## src/rtl/jtag_dmi_responder.sv

```systemverilog
// JTAG TAP with IDCODE/DTMCS/DMI/BYPASS data registers and a valid/ready DMI
// bridge. All JTAG pins are oversampled in the clk_i domain.

package jtag_dmi_responder_pkg;

  localparam int unsigned AddrW = 7;
  localparam int unsigned DataW = 32;
  localparam int unsigned OpW   = 2;
  localparam int unsigned IrW   = 5;
  localparam int unsigned DrW   = AddrW + DataW + OpW;
  localparam int unsigned PinW  = 4;

  localparam logic [IrW-1:0] IrIdcode = 5'h01;
  localparam logic [IrW-1:0] IrDtmcs  = 5'h10;
  localparam logic [IrW-1:0] IrDmi    = 5'h11;

  typedef struct packed {
    logic [AddrW-1:0] addr;
    logic [DataW-1:0] data;
    logic [OpW-1:0]   op;
  } dmi_req_t;

  typedef struct packed {
    logic [DataW-1:0] data;
    logic [OpW-1:0]   resp;
  } dmi_rsp_t;

  typedef enum logic [3:0] {
    TapTlr,
    TapIdle,
    TapSelDr,
    TapCapDr,
    TapShiftDr,
    TapExit1Dr,
    TapPauseDr,
    TapExit2Dr,
    TapUpdDr,
    TapSelIr,
    TapCapIr,
    TapShiftIr,
    TapExit1Ir,
    TapPauseIr,
    TapExit2Ir,
    TapUpdIr
  } tap_state_e;

endpackage

module jtag_dmi_responder
  import jtag_dmi_responder_pkg::*;
#(
  parameter logic [31:0] IdCode     = 32'h1C5E_5DB3,
  parameter int unsigned SyncStages = 2
) (
  input  logic     clk_i,
  input  logic     rst_ni,
  input  logic     jtag_tck_i,
  input  logic     jtag_tms_i,
  input  logic     jtag_tdi_i,
  input  logic     jtag_trst_ni,
  output logic     jtag_tdo_o,
  output logic     jtag_tdo_oe_o,
  output logic     dmi_req_valid_o,
  input  logic     dmi_req_ready_i,
  output dmi_req_t dmi_req_o,
  input  logic     dmi_rsp_valid_i,
  output logic     dmi_rsp_ready_o,
  input  dmi_rsp_t dmi_rsp_i
);

  // Synchronizer chains, one bit per pin: {tck, tms, tdi, trst_n}
  logic [PinW-1:0] sync_q [SyncStages];
  logic [PinW-1:0] sync_d [SyncStages];

  logic tck_prev_q, tck_prev_d;
  logic tck_s, tms_s, tdi_s, trst_s;
  logic tck_rise, tck_fall;

  tap_state_e       state_q, state_d;
  logic [IrW-1:0]   ir_q, ir_d;
  logic [IrW-1:0]   ir_shift_q, ir_shift_d;
  logic [DrW-1:0]   dr_q, dr_d;
  logic [1:0]       dmistat_q, dmistat_d;
  logic [AddrW-1:0] last_addr_q, last_addr_d;
  logic [DataW-1:0] last_data_q, last_data_d;
  dmi_req_t         req_q, req_d;
  logic             req_valid_q, req_valid_d;
  logic             rsp_pending_q, rsp_pending_d;
  logic             tdo_q, tdo_d;
  logic             tdo_oe_q, tdo_oe_d;

  logic [31:0]      dtmcs_cap;
  logic [DrW-1:0]   dr_capture;
  logic [DrW-1:0]   dr_shifted;

  // Synchronizer next values: shift each pin one stage deeper
  always_comb begin
    sync_d[0] = {jtag_tck_i, jtag_tms_i, jtag_tdi_i, jtag_trst_ni};
    for (int unsigned i = 1; i < SyncStages; i++) begin
      sync_d[i] = sync_q[i-1];
    end
    tck_prev_d = tck_s;
  end

  assign tck_s    = sync_q[SyncStages-1][3];
  assign tms_s    = sync_q[SyncStages-1][2];
  assign tdi_s    = sync_q[SyncStages-1][1];
  assign trst_s   = sync_q[SyncStages-1][0];
  assign tck_rise = tck_s & ~tck_prev_q;
  assign tck_fall = ~tck_s & tck_prev_q;

  // TAP next state, advanced on each synced TCK rising edge
  always_comb begin
    state_d = state_q;
    if (!trst_s) begin
      state_d = TapTlr;
    end else if (tck_rise) begin
      case (state_q)
        TapTlr:     state_d = tms_s ? TapTlr     : TapIdle;
        TapIdle:    state_d = tms_s ? TapSelDr   : TapIdle;
        TapSelDr:   state_d = tms_s ? TapSelIr   : TapCapDr;
        TapCapDr:   state_d = tms_s ? TapExit1Dr : TapShiftDr;
        TapShiftDr: state_d = tms_s ? TapExit1Dr : TapShiftDr;
        TapExit1Dr: state_d = tms_s ? TapUpdDr   : TapPauseDr;
        TapPauseDr: state_d = tms_s ? TapExit2Dr : TapPauseDr;
        TapExit2Dr: state_d = tms_s ? TapUpdDr   : TapShiftDr;
        TapUpdDr:   state_d = tms_s ? TapSelDr   : TapIdle;
        TapSelIr:   state_d = tms_s ? TapTlr     : TapCapIr;
        TapCapIr:   state_d = tms_s ? TapExit1Ir : TapShiftIr;
        TapShiftIr: state_d = tms_s ? TapExit1Ir : TapShiftIr;
        TapExit1Ir: state_d = tms_s ? TapUpdIr   : TapPauseIr;
        TapPauseIr: state_d = tms_s ? TapExit2Ir : TapPauseIr;
        TapExit2Ir: state_d = tms_s ? TapUpdIr   : TapShiftIr;
        TapUpdIr:   state_d = tms_s ? TapSelDr   : TapIdle;
        default:    state_d = TapTlr;
      endcase
    end
  end

  // Capture and shift values of the data register selected by IR
  always_comb begin
    dtmcs_cap = {14'b0, 1'b0, 1'b0, 1'b0, 3'd1, dmistat_q, 6'd7, 4'd1};
    case (ir_q)
      IrIdcode: begin
        dr_capture = DrW'({IdCode[31:1], 1'b1});
        dr_shifted = DrW'({tdi_s, dr_q[31:1]});
      end
      IrDtmcs: begin
        dr_capture = DrW'(dtmcs_cap);
        dr_shifted = DrW'({tdi_s, dr_q[31:1]});
      end
      IrDmi: begin
        dr_capture = {last_addr_q, last_data_q, dmistat_q};
        dr_shifted = {tdi_s, dr_q[DrW-1:1]};
      end
      default: begin
        dr_capture = '0;
        dr_shifted = DrW'(tdi_s);
      end
    endcase
  end

  // TAP register actions, DMI request/response tracking and TDO
  always_comb begin
    ir_d          = ir_q;
    ir_shift_d    = ir_shift_q;
    dr_d          = dr_q;
    dmistat_d     = dmistat_q;
    last_addr_d   = last_addr_q;
    last_data_d   = last_data_q;
    req_d         = req_q;
    req_valid_d   = req_valid_q;
    rsp_pending_d = rsp_pending_q;
    tdo_d         = tdo_q;
    tdo_oe_d      = (state_d == TapShiftIr) || (state_d == TapShiftDr);

    // Request accepted: now waiting for the response
    if (req_valid_q && dmi_req_ready_i) begin
      req_valid_d   = 1'b0;
      rsp_pending_d = 1'b1;
    end

    // Response accepted: keep data, flag an error only if none is pending
    if (rsp_pending_q && dmi_rsp_valid_i) begin
      last_data_d   = dmi_rsp_i.data;
      rsp_pending_d = 1'b0;
      if ((dmi_rsp_i.resp != 2'd0) && (dmistat_q == 2'd0)) begin
        dmistat_d = 2'd2;
      end
    end

    if (tck_rise) begin
      case (state_q)
        TapCapIr:   ir_shift_d = 5'b00001;
        TapShiftIr: ir_shift_d = {tdi_s, ir_shift_q[IrW-1:1]};
        TapCapDr:   dr_d = dr_capture;
        TapShiftDr: dr_d = dr_shifted;
        default: ;
      endcase
    end

    // Updates and TDO follow the TCK falling edge, as on a real TAP
    if (tck_fall) begin
      tdo_d = (state_q == TapShiftIr) ? ir_shift_q[0] : dr_q[0];
      if (state_q == TapUpdIr) begin
        ir_d = ir_shift_q;
      end
      if (state_q == TapUpdDr) begin
        if (ir_q == IrDtmcs) begin
          if (dr_q[17]) begin
            dmistat_d     = 2'd0;
            req_valid_d   = 1'b0;
            rsp_pending_d = 1'b0;
          end else if (dr_q[16]) begin
            dmistat_d = 2'd0;
          end
        end else if (ir_q == IrDmi) begin
          if (req_valid_q || rsp_pending_q) begin
            dmistat_d = 2'd3;
          end else if ((dmistat_q == 2'd0) &&
                       ((dr_q[1:0] == 2'd1) || (dr_q[1:0] == 2'd2))) begin
            req_d       = dmi_req_t'(dr_q);
            req_valid_d = 1'b1;
            last_addr_d = dr_q[DrW-1:DataW+OpW];
          end
        end
      end
    end

    if (state_q == TapTlr) begin
      ir_d = IrIdcode;
    end
  end

  // State registers
  always_ff @(posedge clk_i or negedge rst_ni) begin
    if (!rst_ni) begin
      for (int unsigned i = 0; i < SyncStages; i++) begin
        sync_q[i] <= '0;
      end
      tck_prev_q    <= 1'b0;
      state_q       <= TapTlr;
      ir_q          <= IrIdcode;
      ir_shift_q    <= '0;
      dr_q          <= '0;
      dmistat_q     <= 2'd0;
      last_addr_q   <= '0;
      last_data_q   <= '0;
      req_q         <= '0;
      req_valid_q   <= 1'b0;
      rsp_pending_q <= 1'b0;
      tdo_q         <= 1'b0;
      tdo_oe_q      <= 1'b0;
    end else begin
      for (int unsigned i = 0; i < SyncStages; i++) begin
        sync_q[i] <= sync_d[i];
      end
      tck_prev_q    <= tck_prev_d;
      state_q       <= state_d;
      ir_q          <= ir_d;
      ir_shift_q    <= ir_shift_d;
      dr_q          <= dr_d;
      dmistat_q     <= dmistat_d;
      last_addr_q   <= last_addr_d;
      last_data_q   <= last_data_d;
      req_q         <= req_d;
      req_valid_q   <= req_valid_d;
      rsp_pending_q <= rsp_pending_d;
      tdo_q         <= tdo_d;
      tdo_oe_q      <= tdo_oe_d;
    end
  end

  assign jtag_tdo_o      = tdo_q;
  assign jtag_tdo_oe_o   = tdo_oe_q;
  assign dmi_req_o       = req_q;
  assign dmi_req_valid_o = req_valid_q;
  assign dmi_rsp_ready_o = rsp_pending_q;

endmodule

```

## config.mk

```make
export PLATFORM = sky130hd
export DESIGN_NAME = jtag_dmi_responder
export DESIGN_NICKNAME = d
export VERILOG_FILES = /design/src/rtl/jtag_dmi_responder.sv
export SDC_FILE = /design/constraint.sdc
export NUM_CORES = 1
export LEC_CHECK = 0
export CAP_MARGIN = 20
export CORE_MARGIN = 1
export CORE_UTILIZATION = 43
export CTS_BUF_LIST = sky130_fd_sc_hd__clkbuf_8
export DETAILED_ROUTE_END_ITERATION = 12
export PLACE_DENSITY = 0.77
export SLEW_MARGIN = 20
export SYNTH_ARGS = -nofsm -noshare
export SYNTH_HDL_FRONTEND = slang
export SYNTH_SLANG_ARGS = --single-unit
```

## constraint.sdc

```tcl
create_clock -name clk_i -period 1.8 [get_ports clk_i]
set_input_delay 0.36 -clock clk_i [delete_from_list [all_inputs] [get_ports clk_i]]
set_output_delay 0.36 -clock clk_i [all_outputs]
set_load 0.03 [all_outputs]
```

==> tab_implementation.tex <==
\begin{tabular}{lr}
\hline
Metric & Value \\
\hline
\multicolumn{2}{l}{\textbf{Place}} \\
Port bufs & 86 \\
Final HPWL from detailed placement & between 9000 and 10000 um \\
Global placer's final weighted congestion & 0.825 \\
Post-Place Cells & 783 \\
\multicolumn{2}{l}{\textbf{STA}} \\
Slew of the pin with the lowest slew margin & 440 ps \\
Fmax & between 500 and 600 MHz \\
Fin crit share & 1.06 \\
Max Clock Skew & roughly 9 ps \\
Shortest period the worst path allows & between 1500 and 2000 ps \\
Slew margin rel. & 0.706 \\
Worst hold margin & roughly 340 ps \\
Unrepaired setup endpoints after global routing & true \\
Post-route setup TNS & -1820 ps \\
Number of setup violations in the final report & 43 \\
Final number of max-transition violations & 0 \\
Total count of hold-check failures in the final report & 0 \\
Final worst-path setup slack & -99.9 ps \\
\multicolumn{2}{l}{\textbf{Global route}} \\
Antenna violations before repair & 0 \\
Largest net degree at the start of global routing & 57 \\
GRT Resource Usage Total & 0.213 \\
GRT overflow & 0 \\
Global-route wire length before repair & 23800 um \\
Number of global-route vias before repair & 4595 \\
\multicolumn{2}{l}{\textbf{Layout}} \\
Number of filler instances in the final layout & $\sim$1000 \\
Nets & roughly 700 \\
Area added between synthesis and finish & 34.7\% \\
Layout cell share with drive strength beyond 1 & 0.312 \\
Non-filler instance count after layout & 841 \\
Antenna Cells & 0 \\
\multicolumn{2}{l}{\textbf{Detailed routing}} \\
Total length of routed met3 wires & a little under 1000 um \\
Number of nets still failing antenna checks after routing & 0 \\
Final routed wire length divided by cell count & 19.1 um \\
Number of violations reported at the end of detailed-routing iteration 0 & 382 \\
Uppermost routed layer & met4 \\
Overall routed net length & 16100 um \\
Met2 Routed Length & a little over 8000 um \\
Met1 WL & 6610 um \\
First drt pass iteration count & 5 \\
Residual DRC & 0 \\
Vias per cell & 5.62 \\
Number of vias in the routed layout & $\sim$4700 \\
\multicolumn{2}{l}{\textbf{Critical path}} \\
Crit path top cell by count & sky130\_fd\_sc\_hd\_\_a21oi\_2 \\
Cells along the critical path & buf\_6 > nor2b\_2 > o211ai\_1 > a21oi\_2 > nor3\_1 > or4\_4 > a21oi\_2 \\
Slack of the worst reg-to-reg path & -100 ps \\
Depth of the worst register-to-register path & 7 \\
Buf/Inv on CP & 1 \\
Reg-to-reg startpoint & state\_q[1] \\
Top fanout value on the critical path & 11 \\
CP arrival & $\sim$2300 ps \\
Data required time at the worst endpoint & around 2200 ps \\
Crit path launch type & flip-flop \\
Crit end category & flip-flop \\
Critical Path Max Stage Delay & just under 500 ps \\
Slowest stage cell, crit path & sky130\_fd\_sc\_hd\_\_or4\_4 \\
Kind of critical path & reg -> reg \\
Cell family with the largest share of critical-path delay & simple AND/OR/NAND/NOR gates \\
Capturing point of the worst reg2reg path & jtag\_tdo\_oe\_o \\
\multicolumn{2}{l}{\textbf{Worst hold path}} \\
Worst min-delay path startpoint & jtag\_tdi\_i \\
Hold-critical path endpoint & sync\_d[1] \\
HP Class & in -> reg \\
Worst Hold Depth & 1 \\
\multicolumn{2}{l}{\textbf{Synth}} \\
Cells after Synth & 515 \\
Synthesized net count & between 500 and 600 \\
Cell types with the largest area share after synthesis & sky130\_fd\_sc\_hd\_\_dfrtp\_1 (57\%), sky130\_fd\_sc\_hd\_\_mux2\_4 (9.3\%), sky130\_fd\_sc\_hd\_\_mux2\_2 (6.3\%) \\
Synth Register Bits & around 140 \\
Count of flip-flops with a built-in enable after synthesis & 0 \\
Synth Flop Type & sky130\_fd\_sc\_hd\_\_dfrtp\_1 \\
Yosys top cell by area & sky130\_fd\_sc\_hd\_\_dfrtp\_1 \\
Netlist area before placement & 6280 sq um \\
Synthesis warning total & 0 \\
Portion of synthesized cell area occupied by the leading cell type & 0.566 \\
Cell variety after synth & 45 \\
Asr flop ratio synth & 1.00 \\
Mean Syn Cell Area & about 12 sq um \\
Fraction of the yosys area taken by sequential cells & 0.570 \\
\multicolumn{2}{l}{\textbf{Clocking}} \\
Cts bufs inserted & 17 \\
Sink count of the clock tree & between 100 and 150 \\
Clk\_lat worst skew & 460 ps \\
CTS tree & yes \\
Deepest clock path buffer count & 2 \\
Root Buffer Master & sky130\_fd\_sc\_hd\_\_clkbuf\_8 \\
Clock-pin slew reported for the worst setup and hold paths after clock tree synthesis & around 80 ps \\
Max H-tree Level & 4 \\
\multicolumn{2}{l}{\textbf{Power}} \\
Leakage dissipation & 4.15 nW \\
Power density over the cells & between 800 and 900 nW/um\^{}2 \\
Worst vdd ir & between 500 and 600 uV \\
\multicolumn{2}{l}{\textbf{Run status}} \\
Violations in the final reports & setup timing \\
Status & finished with violations \\
\multicolumn{2}{l}{\textbf{Floorplan}} \\
Total die area & approximately 15000 sq um \\
Floorplan Core Area & 14000 sq um \\
Initial cell density of the core & 0.447 \\
Chip Width & between 100 and 150 um \\
Top-Level Pins & just under 90 \\
Die height & $\sim$120 um \\
FP Rows & between 40 and 50 \\
\multicolumn{2}{l}{\textbf{Run}} \\
Max-cap violations & 0 \\
\hline
\end{tabular}
==> registers in the layout, summed over array words and instances, names as in the netlist, 2 cells and up <==
signal / count
state_q: 4
ir_shift_q: 5
sync_q: 4
sync_d: 4
dmi_req_o: 41
dr_q: 41
last_data_q: 32
dmistat_q: 2
ir_q: 5
==> placed cells by master, fill, tap and decap left out, types with 16 or more instances in the layout <==
cell type                           n
sky130_fd_sc_hd__clkdlybuf4s50_1   40
sky130_fd_sc_hd__clkbuf_8          18
sky130_fd_sc_hd__dlygate4sd2_1     45
sky130_fd_sc_hd__dfrtp_1          138
sky130_fd_sc_hd__o21ai_0           23
sky130_fd_sc_hd__nor2_1            19
sky130_fd_sc_hd__nand2_1           61
sky130_fd_sc_hd__buf_4             42
sky130_fd_sc_hd__mux2_2            35
sky130_fd_sc_hd__o31ai_1           16
sky130_fd_sc_hd__mux2_4            39
==> synth_stat cells, types with 4 or more instances <==
| cell | instances |
|---|---|
| sky130_fd_sc_hd__a21oi_1 | 15 |
| sky130_fd_sc_hd__a22oi_1 | 12 |
| sky130_fd_sc_hd__and2_1 | 4 |
| sky130_fd_sc_hd__buf_1 | 8 |
| sky130_fd_sc_hd__buf_2 | 11 |
| sky130_fd_sc_hd__buf_6 | 6 |
| sky130_fd_sc_hd__clkbuf_1 | 9 |
| sky130_fd_sc_hd__dfrtp_1 | 142 |
| sky130_fd_sc_hd__inv_1 | 4 |
| sky130_fd_sc_hd__mux2_2 | 35 |
| sky130_fd_sc_hd__mux2_4 | 39 |
| sky130_fd_sc_hd__mux2i_1 | 14 |
| sky130_fd_sc_hd__nand2_1 | 63 |
| sky130_fd_sc_hd__nand2b_1 | 5 |
| sky130_fd_sc_hd__nor2_1 | 19 |
| sky130_fd_sc_hd__nor2b_1 | 4 |
| sky130_fd_sc_hd__nor3_1 | 10 |
| sky130_fd_sc_hd__nor3b_1 | 4 |
| sky130_fd_sc_hd__nor4_1 | 5 |
| sky130_fd_sc_hd__o21ai_0 | 32 |
| sky130_fd_sc_hd__o22ai_1 | 16 |
| sky130_fd_sc_hd__o31ai_1 | 16 |
| sky130_fd_sc_hd__o41ai_1 | 4 |
==> logic make-up after synthesis <==
group	Yosys count	synth area share
AOI/OAI and AO/OA	111	0.110
xor gates and xnor gates	2	0.00279
buffers and inverters	40	0.0345
DFF	143	0.570
muxes	88	0.178
and+or+nand+nor	131	0.104
==> what timing repair did <==
action | 4_1_cts | 5_1_grt
setup endpoints to repair | 92 | 71
hold buffers | 1 | 0
pin swaps | 0 | 11
gates resized for setup | 63 | 41
endpoints found under the hold margin | 34 | 0
buffers inserted | 3 | 16
gates cloned | 2 | 5
==> how the worst max path moves through the flow <==
| stage | startpoint | to | slack, ps | cells past startpoint |
|---|---|---|---|---|
| after floorplan | ir_q[1] | dmi_req_o[0] | 30 | 6 |
| after global placement | tck_prev_q | jtag_tdo_oe_o | 20 | 6 |
| after detailed placement | sync_q[2] | jtag_tdo_oe_o | -80 | 6 |
| after CTS | state_q[2] | dmi_req_o[11] | -10 | 6 |
| after global routing | state_q[0] | jtag_tdo_oe_o | -140 | 6 |
| final | state_q[1] | jtag_tdo_oe_o | -100 | 7 |
==> routing by layer <==
layer  up-vias  track usage
met5         -            0
met4         0        0.101
li1       2122            -
met2       178        0.337
met1      2391        0.273
met3        39       0.0544
==> power breakdown <==
group          internal (W)  switching, W  leakage [nW]
sequential          0.00359      0.000239          1.89
clock               0.00138       0.00123         0.205
combinational      0.000475      0.000300          2.06
total               0.00544       0.00177          4.15
==> through the flow <==
stage | utilization | worst slack [ps] | power [W] | instance area (sq um)
2_1_floorplan | - | 31.6 | 0.00423 | 6280
3_3_place_gp | 0.539 | 20.8 | 0.00454 | 7570
5_1_grt | 0.602 | -143 | 0.00751 | 8450
3_5_place_dp | 0.539 | -75.5 | 0.00460 | 7570
6_report | 0.602 | -99.9 | 0.00720 | 8450
4_1_cts | 0.574 | -9.91 | 0.00719 | 8060
==> layout make-up <==
type                    instances  area, sq um  share of cell area
clock inverters                13          148              0.0175
multi-input cells             332         2660               0.315
repair buffers                151         1570               0.186
well taps                     180          225              0.0266
flip-flops and latches        143         3580               0.424
inverters                       4         15.0             0.00178
clock buffers                  18          248              0.0293
Note: power is estimated with default switching activity, not from simulation.
